[config.mk]
export PLATFORM = sky130hd
export DESIGN_NAME = gps_nav_core
export DESIGN_NICKNAME = d
export VERILOG_FILES = /design/src/rtl/gps_nav_core.sv
export SDC_FILE = /design/constraint.sdc
export NUM_CORES = 1
export LEC_CHECK = 0
export CAP_MARGIN = 20
export CORE_ASPECT_RATIO = 0.8
export CORE_MARGIN = 2
export CORE_UTILIZATION = 60
export CTS_BUF_LIST = sky130_fd_sc_hd__clkbuf_8
export CTS_CLUSTER_DIAMETER = 60
export CTS_CLUSTER_SIZE = 25
export DETAILED_ROUTE_END_ITERATION = 16
export HOLD_SLACK_MARGIN = 0.15
export PLACE_DENSITY = 0.81
export SYNTH_ARGS = -nofsm -noshare
export SYNTH_HDL_FRONTEND = slang
export SYNTH_SLANG_ARGS = --single-unit
export TNS_END_PERCENT = 5
[constraint.sdc]
create_clock -name clk -period 14.1 [get_ports clk]
set_input_delay 4.23 -clock clk [delete_from_list [all_inputs] [get_ports clk]]
set_output_delay 4.23 -clock clk [all_outputs]
set_load 0.005 [all_outputs]
[src/rtl/gps_nav_core.sv]
// rtl/gps_nav_core.sv - multi-channel GPS epoch averager with sequential restoring divider
// Define GPS_NAV_JUMP_DET_EN to compile in the position-jump alert; otherwise alert is tied low.
module gps_nav_core #(
  parameter int CH           = 4,
  parameter int W            = 32,
  parameter int EPOCH_CYCLES = 64,
  parameter int JUMP_THR     = 1000,
  parameter int ALERT_HOLD   = 8,
  localparam int CW          = $clog2(CH + 1)
) (
  input  logic            clk,
  input  logic            rst,
  input  logic            enable,
  input  logic [CH-1:0]   ch_valid,
  input  logic [CH*W-1:0] ch_pos,
  input  logic [CH*W-1:0] ch_vel,
  output logic [W-1:0]    position,
  output logic [W-1:0]    velocity,
  output logic [CW-1:0]   fix_count,
  output logic            fix_valid,
  output logic            out_valid,
  output logic            overrun,
  output logic            alert
);
  localparam int SW  = W + CW;
  localparam int ECW = (EPOCH_CYCLES > 1) ? $clog2(EPOCH_CYCLES) : 1;
  localparam int CIW = (CH > 1) ? $clog2(CH) : 1;
  localparam int IW  = $clog2(SW + 1);

  typedef enum logic [1:0] {S_IDLE, S_SUM, S_DIV, S_PUB} state_t;

  state_t          state_q, state_d;
  logic [ECW-1:0]  ep_cnt_q, ep_cnt_d;
  logic [W-1:0]    live_pos_q [CH], live_pos_d [CH], live_vel_q [CH], live_vel_d [CH];
  logic [W-1:0]    sh_pos_q [CH], sh_pos_d [CH], sh_vel_q [CH], sh_vel_d [CH];
  logic [CH-1:0]   live_seen_q, live_seen_d, sh_seen_q, sh_seen_d;
  logic [IW-1:0]   idx_q, idx_d;
  logic [CW-1:0]   cnt_q, cnt_d, prem_q, prem_d, vrem_q, vrem_d, prem_n, vrem_n;
  logic [SW-1:0]   psum_q, psum_d, vsum_q, vsum_d, psum_n, vsum_n;
  logic [W-1:0]    position_q, position_d, velocity_q, velocity_d;
  logic [CW-1:0]   fix_count_q, fix_count_d;
  logic            fix_valid_q, fix_valid_d, out_valid_q, out_valid_d, overrun_q, overrun_d;
  logic            epoch_end;
  logic [CIW-1:0]  sel;

  // One restoring step: remainder and quotient share a left shift, quotient bit enters at the LSB.
  function automatic logic [CW+SW-1:0] div_step(input logic [CW-1:0] rem, input logic [SW-1:0] q,
                                                input logic [CW-1:0] d);
    logic [CW:0] sh;
    logic        ge;
    sh = {rem, q[SW-1]};
    ge = (sh >= {1'b0, d});
    return {ge ? CW'(sh - {1'b0, d}) : sh[CW-1:0], q[SW-2:0], ge};
  endfunction

  assign epoch_end = enable && (ep_cnt_q == ECW'(EPOCH_CYCLES - 1));
  assign sel       = idx_q[CIW-1:0];

  always_comb begin
    ep_cnt_d    = (!enable || epoch_end) ? '0 : ep_cnt_q + 1'b1;
    live_pos_d  = live_pos_q;
    live_vel_d  = live_vel_q;
    live_seen_d = (!enable || epoch_end) ? '0 : live_seen_q;
    for (int c = 0; c < CH; c++) begin
      if (enable && ch_valid[c]) begin
        live_pos_d[c]  = ch_pos[c*W +: W];
        live_vel_d[c]  = ch_vel[c*W +: W];
        live_seen_d[c] = 1'b1;
      end
    end
  end

  always_comb begin
    state_d     = state_q;
    sh_pos_d    = sh_pos_q;
    sh_vel_d    = sh_vel_q;
    sh_seen_d   = sh_seen_q;
    idx_d       = idx_q;
    cnt_d       = cnt_q;
    psum_d      = psum_q;
    vsum_d      = vsum_q;
    prem_d      = prem_q;
    vrem_d      = vrem_q;
    position_d  = position_q;
    velocity_d  = velocity_q;
    fix_count_d = fix_count_q;
    fix_valid_d = fix_valid_q;
    out_valid_d = 1'b0;
    overrun_d   = epoch_end && (state_q != S_IDLE);
    {prem_n, psum_n} = div_step(prem_q, psum_q, cnt_q);
    {vrem_n, vsum_n} = div_step(vrem_q, vsum_q, cnt_q);
    case (state_q)
      S_IDLE: begin
        if (epoch_end) begin
          sh_pos_d  = live_pos_q;
          sh_vel_d  = live_vel_q;
          sh_seen_d = live_seen_q;
          idx_d     = '0;
          cnt_d     = '0;
          psum_d    = '0;
          vsum_d    = '0;
          state_d   = S_SUM;
        end
      end
      S_SUM: begin
        if (sh_seen_q[sel]) begin
          psum_d = psum_q + SW'(sh_pos_q[sel]);
          vsum_d = vsum_q + SW'(sh_vel_q[sel]);
          cnt_d  = cnt_q + 1'b1;
        end
        if (idx_q == IW'(CH - 1)) begin
          idx_d  = '0;
          prem_d = '0;
          vrem_d = '0;
          if (cnt_d == '0) begin
            state_d     = S_PUB;
            out_valid_d = 1'b1;
            fix_valid_d = 1'b0;
            fix_count_d = '0;
          end else begin
            state_d = S_DIV;
          end
        end else begin
          idx_d = idx_q + 1'b1;
        end
      end
      S_DIV: begin
        psum_d = psum_n;
        vsum_d = vsum_n;
        prem_d = prem_n;
        vrem_d = vrem_n;
        if (idx_q == IW'(SW - 1)) begin
          state_d     = S_PUB;
          position_d  = psum_n[W-1:0];
          velocity_d  = vsum_n[W-1:0];
          fix_count_d = cnt_q;
          fix_valid_d = 1'b1;
          out_valid_d = 1'b1;
        end else begin
          idx_d = idx_q + 1'b1;
        end
      end
      S_PUB:   state_d = S_IDLE;
      default: state_d = S_IDLE;
    endcase
  end

  always_ff @(posedge clk) begin
    live_pos_q <= live_pos_d;
    live_vel_q <= live_vel_d;
    sh_pos_q   <= sh_pos_d;
    sh_vel_q   <= sh_vel_d;
  end

  always_ff @(posedge clk) begin
    if (rst) begin
      state_q     <= S_IDLE;
      ep_cnt_q    <= '0;
      live_seen_q <= '0;
      sh_seen_q   <= '0;
      idx_q       <= '0;
      cnt_q       <= '0;
      psum_q      <= '0;
      vsum_q      <= '0;
      prem_q      <= '0;
      vrem_q      <= '0;
      position_q  <= '0;
      velocity_q  <= '0;
      fix_count_q <= '0;
      fix_valid_q <= 1'b0;
      out_valid_q <= 1'b0;
      overrun_q   <= 1'b0;
    end else begin
      state_q     <= state_d;
      ep_cnt_q    <= ep_cnt_d;
      live_seen_q <= live_seen_d;
      sh_seen_q   <= sh_seen_d;
      idx_q       <= idx_d;
      cnt_q       <= cnt_d;
      psum_q      <= psum_d;
      vsum_q      <= vsum_d;
      prem_q      <= prem_d;
      vrem_q      <= vrem_d;
      position_q  <= position_d;
      velocity_q  <= velocity_d;
      fix_count_q <= fix_count_d;
      fix_valid_q <= fix_valid_d;
      out_valid_q <= out_valid_d;
      overrun_q   <= overrun_d;
    end
  end

  assign position  = position_q;
  assign velocity  = velocity_q;
  assign fix_count = fix_count_q;
  assign fix_valid = fix_valid_q;
  assign out_valid = out_valid_q;
  assign overrun   = overrun_q;

`ifdef GPS_NAV_JUMP_DET_EN
  localparam int HW = $clog2(ALERT_HOLD + 1);

  logic [W-1:0]  prev_q, prev_d, jump;
  logic          prev_vld_q, prev_vld_d;
  logic [HW-1:0] hold_q, hold_d;

  // The new fix is visible on position_q during PUBLISH, so the compare runs there.
  always_comb begin
    prev_d     = prev_q;
    prev_vld_d = prev_vld_q;
    hold_d     = (hold_q != '0) ? hold_q - 1'b1 : hold_q;
    jump       = (position_q >= prev_q) ? position_q - prev_q : prev_q - position_q;
    if (state_q == S_PUB && fix_valid_q) begin
      if (prev_vld_q && (jump > W'(JUMP_THR))) hold_d = HW'(ALERT_HOLD);
      prev_d     = position_q;
      prev_vld_d = 1'b1;
    end
  end

  always_ff @(posedge clk) begin
    if (rst) begin
      prev_q     <= '0;
      prev_vld_q <= 1'b0;
      hold_q     <= '0;
    end else begin
      prev_q     <= prev_d;
      prev_vld_q <= prev_vld_d;
      hold_q     <= hold_d;
    end
  end

  assign alert = (hold_q != '0);
`else
  // Detector parameters stay referenced even though the detector is compiled out.
  if (JUMP_THR < 0 || ALERT_HOLD < 0) begin : g_param_guard
  end
  assign alert = 1'b0;
`endif
endmodule

==> qor.txt, run 1 <==
Post-synth EDFFs = 512
Congestion Overflow GR = 0
Num CTS Buffers = 39
RSZ-0062 raised after global routing = false
Port bufs = 332
Hold/Removal Path Class = reg -> reg
Slew Limit Fails = 0
Worst slew margin = 24.38%
CTS Buffer Depth = 3
Layout overhead on the synthesized area = 17.63%
Largest net degree at the start of global routing = 103
#FFs+latches synth = 683
Clock Root Buffer = clkbuf_8
Vias post-DR = 16446
Crit start category = primary input
Fin Setup TNS = 0 ns
Post-synthesis async set-or-reset flop share = 0%
Vias in the first global route = 16363
Final Cycle Share = 47.57%
Worst Clk Skew = 0.05006 ns
# hold bufs at CTS = 0
CP Capture Type = flop
Setup Crit Path Kind = in -> reg
Synth Warn # = 0
Actual slew at the worst max-slew pin = 1.134 ns
Setup Viol. Count Final = 0
I/O pins = 334
# diodes = 0
Top cells by area, synth = edfxtp_1, dfxtp_1, mux4_2
Maximum VDD drop = 0.0001050 V
Die Y-Extent = 193.5 µm
Max-cap violations = 0
Share of cells above drive strength 1 = 7.295%
Share of the synthesized area in the top cell type = 57.08%
Worst setup startpoint = enable
Syn Nets = 2216
Final Cell Area = 31690 µm²
Worst setup path end = sh_pos_q[9]
Die area = 46620 µm²
Reg clk slew, reported paths = 0.13 ns
Nets = 2523
Dominant synthesized flop cell = edfxtp_1
Clk sinks = 683
Leading area contributor after synthesis = edfxtp_1
GRT Overall Usage = 26.13%
Mapped cell area = 26940 µm²
CP Data Arrival Time = 6.93 ns
Hpwl dp = 41.22 mm
Initial DRC Count = 1780
Reg-to-reg critical path endpoint = vsum_q[32]
Iteration count of the initial detailed-routing pass = 6
DRC Markers = 0
Avg Cell Area, Syn = 14.40 µm²
Setup Buffers After CTS = 0
Power Dens Cells = 120.4 nW/µm²
Max Clock Freq = 149.1 MHz
Cells after Synth = 1870
Leak = 10.83 nW
Outcome = completed
Most common cell in the netlist = edfxtp_1
# rows = 69
Clk Latency, worst-skew pair = 0.63 ns
Most common library cells after synthesis = edfxtp_1, nand2_1, dfxtp_1
Placed Area = 30830 µm²
WL per Instance = 21.56 µm
Hold_sp = live_vel_q[97]
Sequential fraction of the synthesis area = 69.78%
DR vias/cell = 5.853
Minimum clock period = 6.707 ns
Post-route ant nets = 0
Initial antenna violation count = 0
Die Wd = 240.9 µm
Register-to-register setup slack = 8.68 ns
First-pass GRT wire length = 93.19 mm
Crit-path max FO = 102
Routed wire length = 60.59 mm
Post-synth cell types = 59
GPL Wtd Cong = 0.9015
Fill cells = 3037
Data required, critical path = 14.32 ns
Worst r2r path cells = 15
Starting Density = 60.70%
Resized Gates After CTS = 0
CTS tree = yes
H-tree depth = 2
Final Hold Viols = 0
Core ar. = 44380 µm²
RR Startpoint = idx_q[0]
==> power by group <==
part / total, mW / internal (mW) / switching, mW / leakage, nW
logic: 0.603 / 0.271 / 0.332 / 4.28
registers: 2.27 / 2.22 / 0.0513 / 6.08
clock network: 0.938 / 0.310 / 0.628 / 0.468
==> placed cells by master (no fill, tap or decap), types with 4 or more instances in the layout <==
master	count
o22ai_1	19
a22o_1	9
nand2b_1	8
edfxtp_1	512
ha_1	79
nor2_1	83
dfxtp_1	169
or3_1	7
mux4_2	65
fa_1	4
a22oi_1	37
nand3b_1	6
nor2b_1	11
a32oi_1	4
o31ai_1	5
a31oi_1	15
a21o_1	35
a21oi_1	155
o21ai_0	75
nand4_1	16
xor2_1	36
inv_1	36
a211oi_1	13
clkinv_2	6
clkbuf_8	42
or2_2	5
and3_1	23
xnor2_1	37
and2_1	7
inv_8	5
nand3_1	31
nor3_1	10
o21a_1	4
buf_4	16
nand2_1	226
o21bai_1	5
mux2i_1	9
clkdlybuf4s50_1	331
==> registers in the layout, indices dropped and copies added, names as in the netlist <==
signal,cells
cnt_q,3
ep_cnt_q,6
fix_count,3
fix_valid,1
idx_q,6
live_pos_q,128
live_seen_q,4
live_vel_q,128
out_valid,1
overrun,1
position,32
prem_q,3
psum_q,35
sh_pos_q,128
sh_seen_q,4
sh_vel_q,128
state_q,2
velocity,32
vrem_q,3
vsum_q,35
==> per-stage QoR <==
stage / cells / utilization [%] / hold WS [ns] / setup slack, ns / total power [mW]
3_3_place_gp: 2737 / 69.47 / 0.4002 / 6.889 / 2.907
2_1_floorplan: 1870 / - / 0.4003 / 3.983 / 2.693
5_1_grt: 2810 / 71.40 / 0.4050 / 7.193 / 3.964
6_report: 2810 / 71.40 / 0.4126 / 7.393 / 3.815
4_1_cts: 2808 / 71.33 / 0.4091 / 7.430 / 3.838
3_5_place_dp: 2737 / 69.47 / 0.4045 / 6.761 / 2.920
==> critical path, cell delays in order <==
cell and delay (ns):
clkdlybuf4s50_1 0.59, nand4_1 0.21, inv_1 0.09, nand2_1 0.24
inv_8 0.59, buf_4 0.83
==> kinds of logic (layout without fill, tap and decap cells) <==
family	count (synthesis)	after routing	share of synthesized area, %
fa+ha+maj	83	83	3.967
other cells	1	1	0.01392
compound gates	405	405	9.285
simple gates	440	440	7.204
flops	683	683	69.78
buf+inv	111	448	1.602
mux	74	74	5.769
xor+xnor	73	73	2.374
==> how the worst min path moves through the flow <==
| stage | end | slack [ns] | cells past startpoint |
|---|---|---|---|
| after global placement | sh_pos_q[61] | 0.40 | 0 |
| after global routing | sh_pos_q[7] | 0.40 | 0 |
| final | sh_vel_q[97] | 0.41 | 0 |
| after detailed placement | sh_pos_q[115] | 0.40 | 0 |
| after floorplan | sh_pos_q[0] | 0.40 | 0 |
| after CTS | sh_vel_q[97] | 0.41 | 0 |
==> routing by layer <==
layer	share of wire, %	global-route usage [%]	wire length, µm
met1	43	37.59	26010
met2	48	42.04	29060
met3	7.4	5.223	4492
met4	1.7	5.098	1025
met5	0	0	0
==> cell type report <==
class | count | area [µm²] | area share, %
Sequential cell | 683 | 18810 | 59.35
Tap cell | 603 | 754.5 | 2.381
Clock inverter | 29 | 247.7 | 0.7819
Inverter | 28 | 117.6 | 0.3712
Clock buffer | 42 | 578.1 | 1.824
Timing Repair Buffer | 349 | 3465 | 10.93
Multi-Input combinational cell | 1076 | 7717 | 24.36
Note: power is estimated with default switching activity, not from simulation.
==> run 2, diff against run 1 <==
--- a/config.mk
+++ b/config.mk
@@ -8,13 +8,13 @@
 export CAP_MARGIN = 20
 export CORE_ASPECT_RATIO = 0.8
 export CORE_MARGIN = 2
-export CORE_UTILIZATION = 60
+export CORE_UTILIZATION = 58
 export CTS_BUF_LIST = sky130_fd_sc_hd__clkbuf_8
 export CTS_CLUSTER_DIAMETER = 60
 export CTS_CLUSTER_SIZE = 25
 export DETAILED_ROUTE_END_ITERATION = 16
 export HOLD_SLACK_MARGIN = 0.15
-export PLACE_DENSITY = 0.81
+export PLACE_DENSITY = 0.79
 export SYNTH_ARGS = -nofsm -noshare
 export SYNTH_HDL_FRONTEND = slang
 export SYNTH_SLANG_ARGS = --single-unit
==> constraint.sdc (replaced) <==
create_clock -name clk -period 6.55 [get_ports clk]
set_input_delay 1.965 -clock clk [delete_from_list [all_inputs] [get_ports clk]]
set_output_delay 1.965 -clock clk [all_outputs]
set_load 0.005 [all_outputs]
==> qor.txt, run 2 (synthesized netlist as in run 1, its figures left out) <==
CTS tree = yes
Fill cells = 3135 (+3.2%)
Starting Density = 58.81% (-1.9 points)
Congestion Overflow GR = 0 (unchanged)
Resized Gates After CTS = 0 (unchanged)
Most frequent cells in the layout = edfxtp_1, clkdlybuf4s50_1, nand2_1
GR met2 Demand/Resource = 41.08% (-0.96 points)
CTS Buffer Depth = 3 (unchanged)
Fin Setup TNS = 0 ns (unchanged)
Placed Area = 30890 µm² (+0.21%)
Layout overhead on the synthesized area = 18.05%
Setup Buffers After CTS = 0 (unchanged)
Setup Viol. Count Final = 0 (unchanged)
Setup Crit Path Kind = reg -> reg
Max Clock Freq = 211.5 MHz
Clock Root Buffer = clkbuf_8
Clk sinks = 683 (unchanged)
Setup WS post-layout = 1.821 ns (-5.572 ns)
Iteration count of the initial detailed-routing pass = 5 (-1)
Die Y-Extent = 196.8 µm (+1.7%)
Non-Filler Instances = 2822 (+0.43%)
Initial antenna violation count = 0 (unchanged)
Max stage delay on crit path = 0.97 ns (+0.14 ns)
Vias in the first global route = 16531 (+1.0%)
Largest net degree at the start of global routing = 103 (unchanged)
Inst Count DP = 2750 (+0.47%)
# diodes = 0 (unchanged)
WL per Instance = 22.09 µm (+2.4%)
First-pass GRT wire length = 94.61 mm (+1.5%)
PnR Total Power = 8.301 mW (+120%)
Slowest-stage cell, CP = dfxtp_4
Maximum VDD drop = 0.0002292 V (+120%)
Leak = 10.82 nW (about the same)
Final Hold Viols = 0 (unchanged)
Dpl ws = 1.551 ns (-5.209 ns)
Power Dens Cells = 261.0 nW/µm² (+120%)
Register-to-register setup slack = 1.82 ns (-6.86 ns)
Die Wd = 244.9 µm (+1.7%)
Clk Latency, worst-skew pair = 0.68 ns (+0.05 ns)
Hold/Removal Path Class = reg -> reg
Vias post-DR = 16510 (+0.39%)
CP Capture Type = flop
Share of cells above drive strength 1 = 7.738% (+0.44 points)
RSZ-0062 raised after global routing = false
Cell mode on critical path = a21o_1
Hold Slack = 0.4181 ns (+0.005462 ns)
Actual slew at the worst max-slew pin = 1.087 ns (-0.04701 ns)
Max-cap violations = 0 (unchanged)
Final Cell Area = 31800 µm² (+0.36%)
Crit start category = flop
Nets = 2528 (+0.20%)
Die area = 48190 µm² (+3.4%)
Worst Clk Skew = 0.04305 ns (-0.007009 ns)
Initial DRC Count = 1453 (-18%)
Hpwl dp = 42.88 mm (+4.0%)
GRT Overall Usage = 25.80% (-0.33 points)
Met3 Track Usage GR = 4.956% (-0.27 points)
Buffers and inverters on the worst path = 1 (-3)
Routed wire length = 62.33 mm (+2.9%)
Leading cell type in the layout, fill and taps excluded = edfxtp_1
Reg clk slew, reported paths = 0.14 ns (about the same)
Outcome = completed
Minimum clock period = 4.729 ns
I/O pins = 334 (unchanged)
Data required, critical path = 7.12 ns (-7.20 ns)
M1 GR Usage = 37.03% (-0.56 points)
Port bufs = 332 (unchanged)
Final Cycle Share = 72.20%
Layout Utilization = 69.42% (-2.0 points)
Grt peak-use layer = met2
CP Data Arrival Time = 5.30 ns (-1.63 ns)
# hold bufs at CTS = 0 (unchanged)
Crit-path max FO = 40 (-61%)
Worst slew margin = 27.51% (+3.1 points)
Largest delay share family, worst path = compound AO/OA/AOI/OAI gates
GPL Wtd Cong = 0.9334 (+3.5%)
Num CTS Buffers = 39 (unchanged)
Worst-path cell chain = buf_4 > mux4_2 > ha_1 > a21o_1 > a21o_1 > a21o_1 > a211o_1 > a31oi_1 > o21ai_2 > a2111o_1 > nand2_1 > nor3_1 > or3_1
H-tree depth = 2 (unchanged)
# rows = 70 (+1.4%)
DRC Markers = 0 (unchanged)
Slew Limit Fails = 0 (unchanged)
Core ar. = 45810 µm² (+3.2%)
DR vias/cell = 5.850 (about the same)
Post-route ant nets = 0 (unchanged)
-- run 2: cell type report --
cell class	count	area, µm²	share of cell area, %
clock inverters	30	317.8	0.9994
clock buffers	39	536.8	1.688
flip-flops and latches	683	18810	59.14
multi-input cells	1076	7720	24.28
inverters	28	113.9	0.3581
repair buffers	354	3538	11.13
well taps	612	765.7	2.408
-- run 2: worst reg2reg max path, delay by kind of cell (launching register included) --
kind / cells / cell delay [ns]
AO/OA/AOI/OAI: 7 / 1.72
adder cells (fa/ha/maj): 1 / 0.41
buffers and inverters: 1 / 0.42
flip-flops: 1 / 0.97
multiplexers: 1 / 0.58
AND/OR/NAND/NOR: 3 / 0.52
-- run 2: power by group --
| part | internal [mW] | leakage, nW | switching (mW) | total, mW |
|---|---|---|---|---|
| clock network | 0.735 | 0.431 | 1.35 | 2.09 |
| registers | 4.79 | 6.08 | 0.137 | 4.92 |
| logic | 0.593 | 4.31 | 0.697 | 1.29 |
| total | 6.11 | 10.8 | 2.19 | 8.30 |
-- run 2: routing by layer --
metal  vias up  part of all wire [%]
met4         0                   2.0
met2       546                    47
met3        84                   6.6
met1      8227                    44
li1       7653                     -
met5         -                     0
-- run 2: final timing paths --
check	startpoint	endpoint	depth (start not counted)
setup reg to reg	idx_q[0]	vsum_q[32]	13
setup / recovery	idx_q[0]	vsum_q[32]	13
hold / removal	live_pos_q[9]	sh_pos_q[9]	0
hold reg to reg	live_pos_q[9]	sh_pos_q[9]	0
==> run 3, diff against run 2 <==
--- a/config.mk
+++ b/config.mk
@@ -8,13 +8,13 @@
 export CAP_MARGIN = 20
 export CORE_ASPECT_RATIO = 0.8
 export CORE_MARGIN = 2
-export CORE_UTILIZATION = 58
+export CORE_UTILIZATION = 52
 export CTS_BUF_LIST = sky130_fd_sc_hd__clkbuf_8
 export CTS_CLUSTER_DIAMETER = 60
 export CTS_CLUSTER_SIZE = 25
 export DETAILED_ROUTE_END_ITERATION = 16
 export HOLD_SLACK_MARGIN = 0.15
-export PLACE_DENSITY = 0.79
+export PLACE_DENSITY = 0.74
 export SYNTH_ARGS = -nofsm -noshare
 export SYNTH_HDL_FRONTEND = slang
 export SYNTH_SLANG_ARGS = --single-unit
==> constraint.sdc (replaced) <==
create_clock -name clk -period 4.15 [get_ports clk]
set_input_delay 1.245 -clock clk [delete_from_list [all_inputs] [get_ports clk]]
set_output_delay 1.245 -clock clk [all_outputs]
set_load 0.005 [all_outputs]
==> qor.txt, run 3 (synthesized netlist as in run 1, its figures left out) <==
Worst setup startpoint = idx_q[1]
Largest net degree at the start of global routing = 101 (-1.9%)
Congestion Overflow GR = 0 (unchanged)
Die area = 53650 µm² (+11%)
Crit start category = flop
Maximum VDD drop = 0.0002967 V (+29%)
Max Clock Freq = 246.4 MHz (+17%)
Worst r2r path cells = 14 (+1)
GRT Overall Usage = 22.89% (-2.9 points)
CP Capture Type = flop
Setup Crit Path Kind = reg -> reg
Die Y-Extent = 207.6 µm (+5.5%)
DR vias/cell = 5.613 (-4.1%)
Port bufs = 332 (unchanged)
Actual slew at the worst max-slew pin = 0.7968 ns (-0.2905 ns)
Worst Hold Path Cells = 0 (unchanged)
Post-route ant nets = 0 (unchanged)
WL per Instance = 21.07 µm (-4.6%)
Register-to-register setup slack = 0.09 ns (-1.73 ns)
Vias in the first global route = 16314 (-1.3%)
CTS tree = yes
I/O pins = 334 (unchanged)
CP Data Arrival Time = 4.61 ns (-0.69 ns)
Hold/Removal Path Class = reg -> reg
Clock Root Buffer = clkbuf_8
Reg-to-reg critical path endpoint = vsum_q[32]
Routed wire length = 61.94 mm (-0.62%)
Placed Area = 31410 µm² (+1.7%)
Non-Filler Instances = 2939 (+4.1%)
Crit-path max FO = 33 (-18%)
Inst Count DP = 2863 (+4.1%)
Clk sinks = 683 (unchanged)
Reg clk slew, reported paths = 0.14 ns (about the same)
CTS Buffer Depth = 3 (unchanged)
Core ar. = 51110 µm² (+12%)
Hold Slack = 0.4260 ns (+0.007884 ns)
Starting Density = 52.71% (-6.1 points)
Slew Limit Fails = 0 (unchanged)
Most frequent cells in the layout = edfxtp_1, clkdlybuf4s50_1, nand2_1
Num CTS Buffers = 40 (+2.6%)
Layout Utilization = 63.36% (-6.1 points)
Die Wd = 258.5 µm (+5.5%)
Share of cells above drive strength 1 = 9.534% (+1.8 points)
Initial antenna violation count = 1 (+1)
Setup Viol. Count Final = 0 (unchanged)
Vias post-DR = 16496 (-0.085%)
Worst slew margin = 46.68% (+19 points)
Setup WS post-layout = 0.09083 ns (-1.730 ns)
Nets = 2571 (+1.7%)
# rows = 74 (+5.7%)
# diodes = 0 (unchanged)
Iteration count of the initial detailed-routing pass = 8 (+3)
RR Startpoint = idx_q[1]
Hpwl dp = 42.81 mm (-0.16%)
Data required, critical path = 4.70 ns (-2.42 ns)
Fin Setup TNS = 0 ns (unchanged)
Outcome = completed
DRC Markers = 0 (unchanged)
Final Cycle Share = 97.81% (+26 points)
Hold EP = sh_vel_q[89]
Clk Latency, worst-skew pair = 0.66 ns (-0.02 ns)
Layout overhead on the synthesized area = 20.21%
First-pass GRT wire length = 94.38 mm (-0.25%)
Leak = 11.13 nW (+2.8%)
Worst Clk Skew = 0.03134 ns (-0.01171 ns)
Fill cells = 3753 (+20%)
Final Hold Viols = 0 (unchanged)
Dpl ws = 0.1094 ns (-1.442 ns)
PnR Total Power = 13.34 mW (+61%)
Initial DRC Count = 1393 (-4.1%)
RSZ-0062 raised after global routing = true
Hold_sp = live_vel_q[89]
H-tree depth = 2 (unchanged)
Leading cell type in the layout, fill and taps excluded = edfxtp_1
Power Dens Cells = 412.0 nW/µm² (+58%)
Minimum clock period = 4.059 ns (-0.6700 ns)
GPL Wtd Cong = 0.9217 (-1.3%)
Max-cap violations = 0 (unchanged)
Final Cell Area = 32380 µm² (+1.8%)
## run 3: changes by cell type in the layout (fill, tap and decap cells not counted), sizes merged
cell      before  now
buf           23   64
inv           36   45
clkbuf        39   46
clkinvlp       7    1
clkinv        12    8
bufinv         3    1
## run 3: worst max path at each step
stage | endpoint | slack (ns) | depth (start not counted)
after detailed placement | vsum_q[32] | 0.11 | 16
after global routing | vsum_q[32] | -0.08 | 14
after global placement | psum_q[32] | 0.19 | 12
after floorplan | sh_pos_q[0] | -1.59 | 4
final | vsum_q[32] | 0.09 | 14
after CTS | vsum_q[32] | 0.03 | 16
## run 3: area by class of cell
type                            count  area, µm²  share of cell area, %
Clock buffer                       45      619.3                  1.913
Clock inverter                     27      276.5                 0.8539
Inverter                           28      113.9                 0.3516
Multi-Input combinational cell   1076       7731                  23.88
Sequential cell                   683      18810                  58.08
Tap cell                          684      855.8                  2.643
Timing Repair Buffer              396       3979                  12.29
## run 3: where the power goes
part	internal (mW)	leakage [nW]	switching [mW]
clock network	1.18	0.493	2.21
logic	1.04	4.55	1.26
registers	7.55	6.08	0.0910
total	9.77	11.1	3.57
## run 3: routing by layer
layer | global-route usage, % | up-vias | wire (µm)
met3 | 4.847 | 80 | 4585
li1 | - | 7750 | -
met4 | 5.162 | 4 | 1036
met2 | 35.04 | 576 | 27950
met5 | 0.9857 | - | 81
met1 | 33.79 | 8086 | 28280
## run 3: worst max-delay path, cell delays in order (launching register included)
cell and delay [ns]:
dfxtp_4 0.44, buf_16 0.24, buf_6 0.21, buf_4 0.23
mux4_2 0.33, ha_1 0.40, a21oi_1 0.28, nand2_1 0.11
o41ai_2 0.38, buf_4 0.20, o21ai_2 0.10, a2111o_1 0.45
nand2_1 0.09, nor3_1 0.04, or3_1 0.38
## run 3: what timing repair did
| action | CTS | global route |
|---|---|---|
| gates resized for setup | 0 | 7 |
| endpoints found under the setup margin | 0 | 8 |
| endpoints found under the hold margin | 0 | 0 |
| buffers inserted | 0 | 3 |
| hold buffers | 0 | 0 |
